--- config.mk ---
export PLATFORM = sky130hd
export DESIGN_NAME = pipe_payload_buffer
export DESIGN_NICKNAME = d
export VERILOG_FILES = /design/src/rtl/pipe_payload_buffer.sv
export SDC_FILE = /design/constraint.sdc
export NUM_CORES = 1
export LEC_CHECK = 0
export CAP_MARGIN = 0
export CORE_MARGIN = 2
export CORE_UTILIZATION = 50
export CTS_CLUSTER_DIAMETER = 80
export DETAILED_ROUTE_END_ITERATION = 8
export PLACE_DENSITY = 0.91
export SLEW_MARGIN = 10
export SYNTH_ARGS = -nofsm -noshare
export SYNTH_HDL_FRONTEND = slang
export SYNTH_SLANG_ARGS = --single-unit
export TNS_END_PERCENT = 5
--- constraint.sdc ---
create_clock -name clk -period 6.25 [get_ports clk]
set_input_delay 1.5625 -clock clk [delete_from_list [all_inputs] [get_ports clk]]
set_output_delay 1.5625 -clock clk [all_outputs]
set_load 0.1 [all_outputs]
--- src/rtl/pipe_payload_buffer.sv ---
// Per-channel payload pipeline with per-stage stall/flush and occupancy summaries.
// Build option: define PBUF_CLEAR_DATA_EN to zero payload words on bubbles and flushes.
module pipe_payload_buffer #(
  parameter int NCH  = 2,
  parameter int NSTG = 5,
  parameter int W    = 32,
  parameter int FIRST [NCH] = '{default: 0},
  parameter int LAST  [NCH] = '{default: NSTG-1}
) (
  input  logic                                  clk,
  input  logic                                  grst,
  input  logic [NSTG-1:0]                       stall,
  input  logic [NSTG-1:0]                       flush,
  input  logic [NCH-1:0]                        in_valid,
  input  logic [NCH-1:0][W-1:0]                 in_data,
  output logic [NCH-1:0][NSTG-1:0][W-1:0]       data,
  output logic [NCH-1:0][NSTG-1:0]              valid,
  output logic [NSTG-1:0]                       stage_busy,
  output logic [NCH-1:0][$clog2(NSTG+1)-1:0]    chan_count
);

  localparam int CW = $clog2(NSTG+1);

`ifdef PBUF_CLEAR_DATA_EN
  localparam bit CLEAR_DATA = 1'b1;
`else
  localparam bit CLEAR_DATA = 1'b0;
`endif

  // Flat view of every slot; unimplemented slots are tied to zero.
  logic         valid_q [NCH][NSTG];
  logic [W-1:0] data_q  [NCH][NSTG];

  for (genvar gc = 0; gc < NCH; gc++) begin : g_ch
    for (genvar gi = 0; gi < NSTG; gi++) begin : g_stg
      if (gi >= FIRST[gc] && gi <= LAST[gc]) begin : g_slot
        logic         valid_reg;
        logic [W-1:0] data_reg;
        logic         valid_next;
        logic [W-1:0] data_next;
        logic         src_ok;
        logic         src_valid;
        logic [W-1:0] src_data;

        // The upstream stage only hands its content forward when it is not held.
        if (gi == 0) begin : g_src_ok_top
          assign src_ok = 1'b1;
        end else begin : g_src_ok_mid
          assign src_ok = ~stall[gi-1];
        end

        if (gi == FIRST[gc]) begin : g_src_ins
          assign src_valid = in_valid[gc];
          assign src_data  = in_data[gc];
        end else begin : g_src_prev
          assign src_valid = valid_q[gc][gi-1];
          assign src_data  = data_q[gc][gi-1];
        end

        always_comb begin
          valid_next = valid_reg;
          data_next  = data_reg;
          if (flush[gi]) begin
            valid_next = 1'b0;
            if (CLEAR_DATA) data_next = '0;
          end else if (!stall[gi]) begin
            if (src_ok) begin
              valid_next = src_valid;
              data_next  = src_data;
            end else begin
              valid_next = 1'b0;
              if (CLEAR_DATA) data_next = '0;
            end
          end
        end

        always_ff @(posedge clk) begin
          if (grst) begin
            valid_reg <= 1'b0;
            data_reg  <= '0;
          end else begin
            valid_reg <= valid_next;
            data_reg  <= data_next;
          end
        end

        assign valid_q[gc][gi] = valid_reg;
        assign data_q[gc][gi]  = data_reg;
      end else begin : g_empty
        assign valid_q[gc][gi] = 1'b0;
        assign data_q[gc][gi]  = '0;
      end

      assign valid[gc][gi] = valid_q[gc][gi];
      assign data[gc][gi]  = data_q[gc][gi];
    end
  end

  always_comb begin
    stage_busy = '0;
    chan_count = '0;
    for (int c = 0; c < NCH; c++) begin
      for (int s = 0; s < NSTG; s++) begin
        stage_busy[s] = stage_busy[s] | valid_q[c][s];
        chan_count[c] = chan_count[c] + CW'(valid_q[c][s]);
      end
    end
  end

endmodule

==> run_results.csv <==
group,metric,value,unit
outcome,status,"completed",
timing,hold_viol_final,0,
timing,fin_skew,0.00791,ns
worst_hold_path,min_path_cells,2,
worst_setup_path,cp.arrival,3.33,ns
flow_run,drv_cap,0,
place,globalplace.congestion,0.834,
global_route,grt_antenna_before_repair,4,
worst_setup_path,cp-end-kind,"output pin",
logic_synthesis,yosys.area_share.xor_xnor,0,
clock_tree,path_clk_slew,0.06,ns
timing,period_minus_slack,4.89,ns
worst_setup_path,reg2reg_from,"g_ch[1].g_stg[2].g_slot.valid_reg",
power,power_density,256,mW/mm^2
logic_synthesis,yosysMostFrequentCell,"dfxtp_1",
logic_synthesis,netlist_instances,1257,
worst_hold_path,hold_start,"g_ch[0].g_stg[4].g_slot.data_reg[31]",
worst_setup_path,cp_top_family,"buffers and inverters",
floorplanning,row_count,59,
routing,routedLengthMet1,15700,um
routing,wl_per_cell,19.4,um
worst_setup_path,critPathRequiredTime,4.69,ns
logic_synthesis,postSynthNetCount,1341,
floorplanning,dieArea,0.0282,mm^2
worst_setup_path,timing.rr.end,"g_ch[1].g_stg[3].g_slot.valid_reg",
routing,dr.first_iter.drc_count,656,
finish,fillers,1852,
worst_hold_path,hold_end,"g_ch[0].g_stg[4].g_slot.data_reg[31]",
power,power.leakage,7.38,nW
floorplanning,die_h,168,um
timing,drv_slew,0,
timing,relSlewSlack,0.228,
clock_tree,cts_tree,"built",
finish,fin_nets,1695,
logic_synthesis,synthArstFlopShare,0,
clock_tree,cts_setup_buffers,0,
logic_synthesis,synth_cell_types,20,
routing,top_layer,"met4",
logic_synthesis,synth_warnings,0,
logic_synthesis,synth_area_per_cell,10.7,um^2
timing,max_freq,204,MHz
clock_tree,hold_buffers,0,
logic_synthesis,synth_common_cells,"dfxtp_1, nand2b_1, mux2i_1",
global_route,grt_pass1_vias,10400,
place,io_buffers,418,
finish,finalInstanceArea,0.0186,mm^2
routing,wl_met3,2110,um
routing,dr_wl_met2,18800,um
clock_tree,clock_latency,0.49,ns
logic_synthesis,synth-simple-area-share,0.203,
routing,drcViolationCount,0,
clock_tree,cts_buffers,35,
power,vdd_drop_max,0.259,mV
floorplanning,coreArea,0.0262,mm^2
routing,vias,10300,
global_route,grt_max_degree,181,
worst_setup_path,reg2reg_slack,4.95,ns
logic_synthesis,yosysTopAreaCell,"dfxtp_1",
worst_setup_path,cp_slowest_cell,"clkdlybuf4s50_1",
worst_setup_path,crit_path_max_fanout,5,
routing,viasPerCell,5.24,
timing,worst_slew_pin_slew,1.16,ns
finish,syn_to_final_growth,38.8,%
logic_synthesis,synth-edff-count,0,
worst_setup_path,cpPeakStageDelay,1.12,ns
worst_setup_path,worst-r2r-cell-count,2,
place,dpl_cell_area,0.0174,mm^2
clock_tree,cts_buffer_depth,3,
floorplanning,die_x,168,um
clock_tree,clock_sinks,330,
logic_synthesis,synth.area.mux_share,0.192,
logic_synthesis,synth_seq_area_share,0.492,
worst_setup_path,crit_chain,"inv_1 -> fa_1 -> inv_1 -> fa_1 -> ha_1 -> clkdlybuf4s50_1",
finish,drive_above_1_share,0.0882,
global_route,gr-total-overflow,0,
timing,setup_tns,0,ns
finish,largest_register_ffs,320,
worst_setup_path,crit_buf_inv,3,
logic_synthesis,netlist_area,0.0134,mm^2
logic_synthesis,synth_compound_area_frac,0.0522,
logic_synthesis,synth_top_area_share,0.492,
routing,routed_wl,38300,um
worst_setup_path,critPathKind,"flip-flop to output pin",
timing,setup_violations,0,
worst_hold_path,hp-class,"flip-flop to flip-flop",
logic_synthesis,synth_fa_ha_area_frac,0.00783,
clock_tree,htreeDepth,2,
timing,post-route-period-util,0.783,
floorplanning,top_level_ports,419,
global_route,grt_use_total,0.263,
logic_synthesis,yosys_register_bits,330,
floorplanning,initial_core_util,0.512,
global_route,grt_pass1_wl,59100,um
routing,ant_nets,0,
clock_tree,root_buffer,"clkbuf_16",
timing,rsz0062_at_grt,"no",
clock_tree,cts_resized,0,
worst_setup_path,start_kind,"flip-flop",
logic_synthesis,synthFlopType,"dfxtp_1",
logic_synthesis,synth_top_family_by_area,"simple AND/OR/NAND/NOR gates",
logic_synthesis,synth_area_leaders,"dfxtp_1, mux2i_1, nand2b_1, or3b_2, a21oi_1",
routing,drtPass1Iterations,5,
place,dp_hpwl,26500,um
[power by group]
group          internal, mW  switching, mW  leakage, nW
combinational         0.169          0.316         4.13
sequential             2.13         0.0195         2.67
clock                  1.32          0.818        0.588
total                  3.61           1.15         7.38
[layer usage]
layer | GRT usage | vias up
met1 | 0.316 | 4948
met2 | 0.452 | 336
met4 | 0.118 | 0
met5 | 0 | -
met3 | 0.0559 | 95
li1 | - | 4959
[area by class of cell]
| type | count | area [um^2] | share of cell area |
|---|---|---|---|
| Inverter | 5 | 18.8 | 0.00101 |
| Clock inverter | 7 | 113 | 0.00604 |
| Clock buffer | 52 | 1080 | 0.0580 |
| Multi-Input combinational cell | 812 | 6150 | 0.330 |
| Tap cell | 335 | 419 | 0.0225 |
| Sequential cell | 330 | 6610 | 0.354 |
| Antenna cell | 4 | 10.0 | 0.000537 |
| Timing Repair Buffer | 427 | 4250 | 0.228 |
[cell families after synthesis]
kind of cell,count (synthesis)
buffers and inverters,115
flip-flops,330
AND/OR/NAND/NOR,412
adder cells (fa/ha/maj),6
AO/OA/AOI/OAI,136
multiplexers,258
[worst max-delay path by stage]
stage                                      start             to  slack, ns  cells after the start
2_1_floorplan  g_ch[1].g_stg[0].g_slot.valid_reg  chan_count[4]       2.51                      5
3_3_place_gp   g_ch[1].g_stg[0].g_slot.valid_reg  chan_count[4]       1.92                      6
3_5_place_dp   g_ch[1].g_stg[0].g_slot.valid_reg  chan_count[4]       1.87                      6
4_1_cts        g_ch[1].g_stg[0].g_slot.valid_reg  chan_count[4]       1.33                      6
5_1_grt        g_ch[1].g_stg[0].g_slot.valid_reg  chan_count[4]       1.22                      6
6_report       g_ch[1].g_stg[0].g_slot.valid_reg  chan_count[4]       1.36                      6
[worst reg2reg max path, cell delays in order (launching register included)]
cell      delay [ns]
dfxtp_1         0.43
or3b_2          0.48
a211oi_1        0.28
[cells in the final DEF (no fill, tap or decap)]
cell and count:
nand2b_1 320, inv_1 5, clkdlybuf4s50_1 415, or2_2 5, fa_1 4, ha_1 2
nor3_1 2, nand2_1 8, mux2i_1 258, or3b_2 68, nor3_2 2, clkbuf_1 5
a211oi_1 8, buf_4 11, dfxtp_1 330, a21oi_1 64, clkinv_2 3, clkinvlp_4 1
clkbuf_16 37, diode_2 4, or3_4 3, or3b_1 4, o21ai_0 64, bufinv_16 3
clkbuf_8 11
[per-stage QoR]
stage | worst slack [ns] | power [mW] | utilization | hold slack [ns] | cells
after detailed placement | 1.87 | 2.68 | 0.666 | 0.466 | 1909
after CTS | 1.33 | 4.80 | 0.711 | 0.479 | 1968
after global placement | 1.92 | 2.67 | 0.666 | 0.462 | 1909
final | 1.36 | 4.77 | 0.711 | 0.476 | 1972
after global routing | 1.22 | 4.91 | 0.711 | 0.496 | 1971
after floorplan | 2.51 | 2.55 | - | 0.464 | 1257
Note: power is estimated with default switching activity, not from simulation.
